**config.mk**
```make
export PLATFORM = sky130hd
export DESIGN_NAME = fifo_bank_mp
export DESIGN_NICKNAME = d
export VERILOG_FILES = /design/src/rtl/fifo_bank_mp.sv
export SDC_FILE = /design/constraint.sdc
export NUM_CORES = 1
export LEC_CHECK = 0
export ABC_AREA = 0
export ABC_CLOCK_PERIOD_IN_PS = 2540
export BUFFER_PORTS_ARGS = -buffer_cell sky130_fd_sc_hd__buf_4
export CAP_MARGIN = 20
export CORE_MARGIN = 2
export CORE_UTILIZATION = 40
export DETAILED_ROUTE_END_ITERATION = 10
export RECOVER_POWER = 100
export SLEW_MARGIN = 40
export SYNTH_ARGS = -nofsm -noshare
export SYNTH_HDL_FRONTEND = slang
export SYNTH_SLANG_ARGS = --single-unit
export TNS_END_PERCENT = 30
```
**constraint.sdc**
```tcl
create_clock -name clk -period 2.54 [get_ports clk]
set_clock_uncertainty 0.1 [all_clocks]
set_input_delay 0.254 -clock clk [delete_from_list [all_inputs] [get_ports clk]]
set_output_delay 0.254 -clock clk [all_outputs]
set_load 0.03 [all_outputs]
```
**src/rtl/fifo_bank_mp.sv**
```systemverilog
// fifo_bank_mp: multi-port FIFO bank, NW write / NR read ports sharing one circular buffer
//
// Ports:
//   clk           rising-edge clock
//   rst           asynchronous, active-low reset
//   we/wdata      per-port write request and data (port i at [i*DW +: DW])
//   wready        one-hot (or zero) write-accept strobe
//   re            per-port read request
//   rdata         read data, only the granted port carries mem[raddr], others 0
//   rready        one-hot (or zero) read-accept strobe
//   full/empty/almost_full/almost_empty/count  occupancy status from the registered count
//
// Build option: define FIFO_BANK_RR_EN for round-robin arbitration on both sides;
// otherwise the lowest requesting index wins.
module fifo_bank_mp #(
    parameter int DW    = 8,
    parameter int AW    = 3,
    parameter int NW    = 2,
    parameter int NR    = 2,
    parameter int AF_TH = 6,
    parameter int AE_TH = 2
) (
    input  logic             clk,
    input  logic             rst,
    input  logic [NW-1:0]    we,
    input  logic [NW*DW-1:0] wdata,
    output logic [NW-1:0]    wready,
    input  logic [NR-1:0]    re,
    output logic [NR*DW-1:0] rdata,
    output logic [NR-1:0]    rready,
    output logic             full,
    output logic             empty,
    output logic             almost_full,
    output logic             almost_empty,
    output logic [AW:0]      count
);
    localparam int CW  = AW + 1;
    localparam int WIW = NW > 1 ? $clog2(NW) : 1;
    localparam int RIW = NR > 1 ? $clog2(NR) : 1;
    localparam logic [AW:0] DEPTH = CW'(2 ** AW);
    localparam logic [AW:0] AF = CW'(AF_TH);
    localparam logic [AW:0] AE = CW'(AE_TH);

    logic [DW-1:0]  mem [2 ** AW];
    logic [AW-1:0]  waddr, raddr;
    logic [WIW-1:0] wsel;
    logic [RIW-1:0] rsel;
    logic [DW-1:0]  wd;
    logic           wr_ok, rd_ok;

    // Picks the requester closest after 'last' in circular order; last = -1
    // degenerates to plain lowest-index priority.
    function automatic int pick(input int req, input int last, input int n);
        int best;
        best = n;
        pick = 0;
        for (int i = 0; i < n; i++)
            if (req[i] && (i + n - last - 1) % n < best) begin
                best = (i + n - last - 1) % n;
                pick = i;
            end
    endfunction

`ifdef FIFO_BANK_RR_EN
    logic [WIW-1:0] wlast;
    logic [RIW-1:0] rlast;
    always_ff @(posedge clk or negedge rst)
        if (!rst) begin
            wlast <= '0;
            rlast <= '0;
        end else begin
            if (wr_ok) wlast <= wsel;
            if (rd_ok) rlast <= rsel;
        end
    assign wsel = WIW'(pick(int'(we), int'(wlast), NW));
    assign rsel = RIW'(pick(int'(re), int'(rlast), NR));
`else
    assign wsel = WIW'(pick(int'(we), -1, NW));
    assign rsel = RIW'(pick(int'(re), -1, NR));
`endif

    // Reset gates acceptance so nothing is granted or written while rst is low.
    assign rd_ok = rst && (count != '0) && |re;
    assign wr_ok = rst && |we && ((count != DEPTH) || rd_ok);

    always_comb begin
        wd     = '0;
        wready = '0;
        rready = '0;
        rdata  = '0;
        for (int k = 0; k < NW; k++) begin
            wready[k] = wr_ok && (wsel == WIW'(k));
            wd        = (wsel == WIW'(k)) ? wdata[k*DW +: DW] : wd;
        end
        for (int j = 0; j < NR; j++) begin
            rready[j]         = rd_ok && (rsel == RIW'(j));
            rdata[j*DW +: DW] = rready[j] ? mem[raddr] : '0;
        end
    end

    always_ff @(posedge clk or negedge rst)
        if (!rst) begin
            waddr <= '0;
            raddr <= '0;
            count <= '0;
        end else begin
            if (wr_ok) waddr <= waddr + 1'b1;
            if (rd_ok) raddr <= raddr + 1'b1;
            if (wr_ok != rd_ok) count <= wr_ok ? count + 1'b1 : count - 1'b1;
        end

    always_ff @(posedge clk)
        if (wr_ok) mem[waddr] <= wd;

    assign full         = !rst || (count == DEPTH);
    assign empty        = !rst || (count == '0);
    assign almost_full  = rst && (count >= AF);
    assign almost_empty = !rst || (count <= AE);
endmodule

```
* Word level (Yosys, flattened, before mapping)
Memory sizes are Yosys's and may differ from the RTL's.
Index checks and enable logic that the tools add are counted.
Widths: inputs -> output; s select.
** Word-level totals
- Bits in writable memories :: 64
- Bits in registers :: 10
- Memories kept :: 1
- Bits of input ports :: 22
- Logic and storage cells :: 47
- Output and inout bits :: 28
** Memories
- mem :: depth 8, width 8, read ports 1, clocked after Yosys merged registers in 0, write ports 1, RTL line 44 : logic [DW-1:0] mem [2 ** AW];
** Cells by class
- Equality and inequality tests :: 3
- $lt $le $gt $ge :: 4
- Multiplexer cells :: 10
- Bitwise gates (word level) :: 2
- Reductions and logical operators :: 20
- $add $sub $neg :: 4
** Operators by type and width (count)
- $lt 2x32->1 const A :: 1
- $mux 8 :: 3
- $logic_and 1x1->1 :: 11
- $add 3x1->3 const B :: 2
- $add 4x1->4 const B :: 1
- $eq 4x4->1 const B :: 1
- $ge 4x3->1 const B :: 1
- $le 4x2->1 const B :: 1
- $logic_not 4->1 :: 1
- $logic_or 1x1->1 :: 4
- $mux 1 :: 4
- $mux 2 :: 2
- $mux 4 :: 1
- $ne 4x4->1 const B :: 1
- $reduce_bool 4->1 :: 1
- $reduce_or 2->1 :: 2
- $sub 4x1->4 const B :: 1
- $lt 1x2->1 const A :: 1
- $not 1->1 :: 2
- $logic_not 1->1 :: 1
- $ne 1x1->1 :: 1

* Depth between registers and ports, before layout
- Depth in word-level cells :: 7
- Gate-level depth with buffers :: 9
- Mapped depth without buffers :: 8

* Worst setup path after synthesis
OpenSTA, ideal clock, no wires.
- Path type :: flip-flop to flip-flop
- Start :: reg count[0]
- End :: mem mem[2][0], enable pin
- Setup time :: 0.398 ns
- Path buffers :: 1
- Arrival :: 2.330 ns
- Cell stages (with the launch flop) :: 6
- Data required time :: 2.042 ns
- Clock period less this slack :: 2.828 ns
- Path slack :: -0.288 ns
- Cell sequence :: dfrtp_1 buf_6 nor3_1 a31oi_1 inv_2 nor4b_1
** On the way
- Longest elaborated chain between the ends :: 7
- Elaborated cells on any way between the ends :: 8
- Classes of those cells :: 1 x eq/ne; 2 x mux; 5 x reduce/logical
** Ends and longest elaborated chain
- from (decl) :: RTL line 35 : output logic [AW:0] count
- from (signal assigned) :: RTL line 109 : if (wr_ok != rd_ok) count <= wr_ok ? count + 1'b1 : count - 1'b1;
- $reduce_bool 4->1 :: RTL line 83 : assign rd_ok = rst && (count != '0) && |re;
- $logic_and 1x1->1 (2 in series) :: RTL line 83
- $logic_or 1x1->1 * :: RTL line 84 : assign wr_ok = rst && |we && ((count != DEPTH) || rd_ok);
- $logic_and 1x1->1 * :: RTL line 84
- $mux 1 * :: RTL line 113 : if (wr_ok) mem[waddr] <= wd;
- $mux 1 (not written as such) * :: RTL line 113
- to (decl) :: RTL line 44
Mark *: on every way between the ends. The rest lies on a longest branch, timed or not.

* Worst setup path after layout
- Start :: reg count[1]
- End :: out rdata[2]
** On the way
- Longest elaborated chain between the ends :: 5
** Ends and longest elaborated chain
- $reduce_bool 4->1 :: RTL line 83
- $logic_and 1x1->1 (2 in series) :: RTL line 83
- $logic_and 1x1->1 :: RTL line 96 : rready[j] = rd_ok && (rsel == RIW'(j));
- $mux 8 :: RTL line 97 : rdata[j*DW +: DW] = rready[j] ? mem[raddr] : '0;
- to (decl) :: RTL line 29 : output logic [NR*DW-1:0] rdata,
Every way passes these cells.

==> results.py <==
metrics = {
    "clock_tree": {
        "clk_latency_ps": 340,
        "cts_max_level": 3,
        "cts-buffers-inserted": 9,
        "numClockSinks": 74,
        "root_buffer": "clkbuf_8",
        "clockBufferDepth": 2,
        "post_cts_buffers": 0,
        "clkTransAtPathRegs_ps": 80,
        "cts_tree": "done",
    },
    "cells_and_area": {
        "num_antenna_cells": 0,
        "design_area_um2": 3996,
        "fin_nets": 281,
        "area_growth_pct": 22.66,
        "final_common_cell": "edfxtp_1",
        "stdcell_count": 360,
        "drive_gt1_frac": 0.3333,
        "layout_common_cells": "edfxtp_1 (64), buf_4 (38), nor2_1 (21), mux4_2 (16), mux2_1 (12)",
    },
    "placed_design": {
        "port_buffers": 49,
        "place_congestion": 0.7151,
        "post-dp-hpwl_mm": 4.081,
        "place_inst": 344,
        "dpl_cell_area_um2": 3820,
    },
    "die": {
        "fp.dieH_um": 94.25,
        "rows": 32,
        "io_pins": 50,
        "start_util": 0.4173,
        "dieArea_um2": 8883,
        "core_um2": 7807,
        "die_x_um": 94.25,
    },
    "critical_path": {
        "critPathMaxFanout": 10,
        "worstPathArrival_ps": 2120,
        "setup.worst_path.start_class": "register",
        "worstSetupEndpointType": "output pin",
        "worst-setup-path-type": "register to output pin",
        "required_ps": 2190,
    },
    "drt": {
        "routed_wl_mm": 6.503,
        "wl_met2_mm": 3.232,
        "drc_errors": 0,
        "met3_length_um": 240,
        "dr_total_vias": 1848,
        "via_per_inst": 5.133,
        "drt_pass1_iterations": 4,
        "antenna_left": 0,
        "wire_per_inst_um": 18.06,
        "top_layer": "met4",
        "met1_length_mm": 2.938,
        "drtIter0Drc": 58,
    },
    "sta": {
        "hold_slack_ps": 268.4,
        "worst_pin_slew_ps": 676.5,
        "rsz0062_at_grt": "yes",
        "setup_tns_ps": 0,
        "fin_crit_sh": 0.9754,
        "slew_headroom": 0.5490,
        "setup_violations": 0,
        "min_period_ps": 2478,
        "max_freq_ghz": 0.4036,
        "hold_violations": 0,
        "finalMaxSlewViolations": 0,
    },
    "synth": {
        "synthAdderAreaFrac": 0.02151,
        "netlist_area_um2": 3258,
        "synth_compound_area_frac": 0.02803,
        "syn-num-nets": 218,
        "avgSynthCellArea_um2": 17.06,
        "ys_seq_area_frac": 0.6667,
        "synth-simple-area-share": 0.06682,
        "synth_xor_area_frac": 0.01882,
        "ys.warnings.count": 0,
        "synth_cell_types": 38,
        "synthMuxAreaShare": 0.1797,
        "synth_top_family_by_area": "multiplexers",
        "synth_seq_cells": 74,
        "synth_cells": 191,
    },
    "pwr": {
        "leakage_uw": 0.001475,
        "p_per_area_nw_per_um2": 1083,
        "p_int_uw": 2926,
        "p_seq_frac": 0.417,
        "p_sw_uw": 1404,
        "switching_share": 0.3242,
        "clkPwrFrac": 0.273,
        "p_comb_frac": 0.310,
        "max-vdd-ir-drop_v": 0.0004121,
    },
    "outcome": {
        "status": "finished clean",
    },
    "grt": {
        "grt_pass1_vias": 1826,
        "grt_use_total": 0.1581,
        "antenna_found_initial": 0,
        "grt_max_degree": 19,
        "grt_pass1_wl_mm": 9.991,
        "overflow": 0,
    },
    "worst_hold_path": {
        "worstHoldPathType": "primary input to register",
    },
    "run": {
        "cap_violations": 0,
    },
}
## power groups by stage
stage	combinational, uW	sequential (uW)	clock [uW]
2_1_floorplan	1080	1740	0
3_3_place_gp	1440	1830	0
3_5_place_dp	1450	1840	0
4_1_cts	1450	1810	1200
5_1_grt	1470	1850	1260
6_report	1340	1810	1180
## registers in the layout, summed over array words and instances (netlist names)
register,flops
count,4
waddr,3
raddr,3
mem,64
## area by class of cell
cell class | count | area [um^2]
fillers | 669 | 3811
flip-flops and latches | 74 | 2173
multi-input cells | 104 | 1026
repair buffers | 62 | 396.6
clock inverters | 6 | 137.6
well taps | 102 | 127.6
clock buffers | 9 | 123.9
inverters | 3 | 11.26
## layer usage
layer,up-vias,global-route usage
met3,7,0.02889
met1,928,0.2095
met4,0,0.06159
met2,43,0.2595
li1,870,-
met5,-,0
## repair_timing
item | CTS | global route
hold buffers | 1 | 0
resized for setup | 0 | 3
endpoints found under the hold margin | 10 | 0
endpoints found under the setup margin | 0 | 18
## cell families after synthesis
logic type      after synthesis
xor+xnor                      7
buf+inv                      13
compound gates               12
simple gates                 43
mux                          37
fa+ha+maj                     5
flops                        74
## Yosys cell counts
cell type / count / area share
a211oi_2: 1 / 0.0038
edfxtp_1: 64 / 0.59
nor3b_1: 2 / 0.0046
nor3_1: 4 / 0.0061
nand2b_1: 2 / 0.0038
nand2_1: 5 / 0.0058
mux4_2: 16 / 0.11
mux2i_1: 9 / 0.028
o21ai_1: 1 / 0.0015
ha_1: 4 / 0.015
nor2_2: 1 / 0.0019
a31oi_1: 1 / 0.0019
nand3_1: 1 / 0.0015
xor2_1: 3 / 0.0081
mux2_1: 4 / 0.014
a21oi_1: 2 / 0.0031
inv_2: 1 / 0.0012
a211o_1: 1 / 0.0027
nor2b_1: 1 / 0.0019
nor2_1: 20 / 0.023
mux2_2: 8 / 0.028
o21a_1: 2 / 0.0046
fa_1: 1 / 0.0061
xnor2_1: 4 / 0.011
buf_2: 3 / 0.0046
dfrtp_1: 10 / 0.077
clkbuf_1: 3 / 0.0035
nor4b_1: 3 / 0.0081
buf_1: 3 / 0.0035
or4_4: 1 / 0.0035
o21ai_0: 2 / 0.0031
o41ai_2: 1 / 0.0050
buf_6: 1 / 0.0035
and3_1: 1 / 0.0019
a21o_1: 1 / 0.0023
or3b_1: 1 / 0.0027
inv_1: 2 / 0.0023
nor4_1: 1 / 0.0019
## worst paths after layout
| kind | start | endpoint | slack [ps] | depth (start not counted) |
|---|---|---|---|---|
| worst min-delay path | wdata[13] | mem[7][5] | 270 | 2 |
| min in group asynchronous | rst | count[1] | 610 | 2 |
| worst max-delay path | count[1] | rdata[2] | 60 | 5 |
| worst min register to register | waddr[2] | waddr[2] | 500 | 1 |
| worst max register to register | count[1] | count[3] | 260 | 8 |
| max in group asynchronous | rst | raddr[1] | 1390 | 2 |
## stage by stage
stage / total power, uW / util / setup slack, ps
5_1_grt: 4577 / 0.5119 / -30.80
2_1_floorplan: 2819 / - / -138.1
4_1_cts: 4471 / 0.5240 / 33.05
6_report: 4330 / 0.5119 / 62.42
3_5_place_dp: 3285 / 0.4893 / 320.9
3_3_place_gp: 3270 / 0.4893 / 369.7
## worst max-delay path, stage by stage (launching register included)
cell,delay [ps]
dfrtp_1,510
or4_4,590
nand3_1,240
buf_4,220
nor2_1,60
buf_4,170
Note: power is estimated with default switching activity, not from simulation.
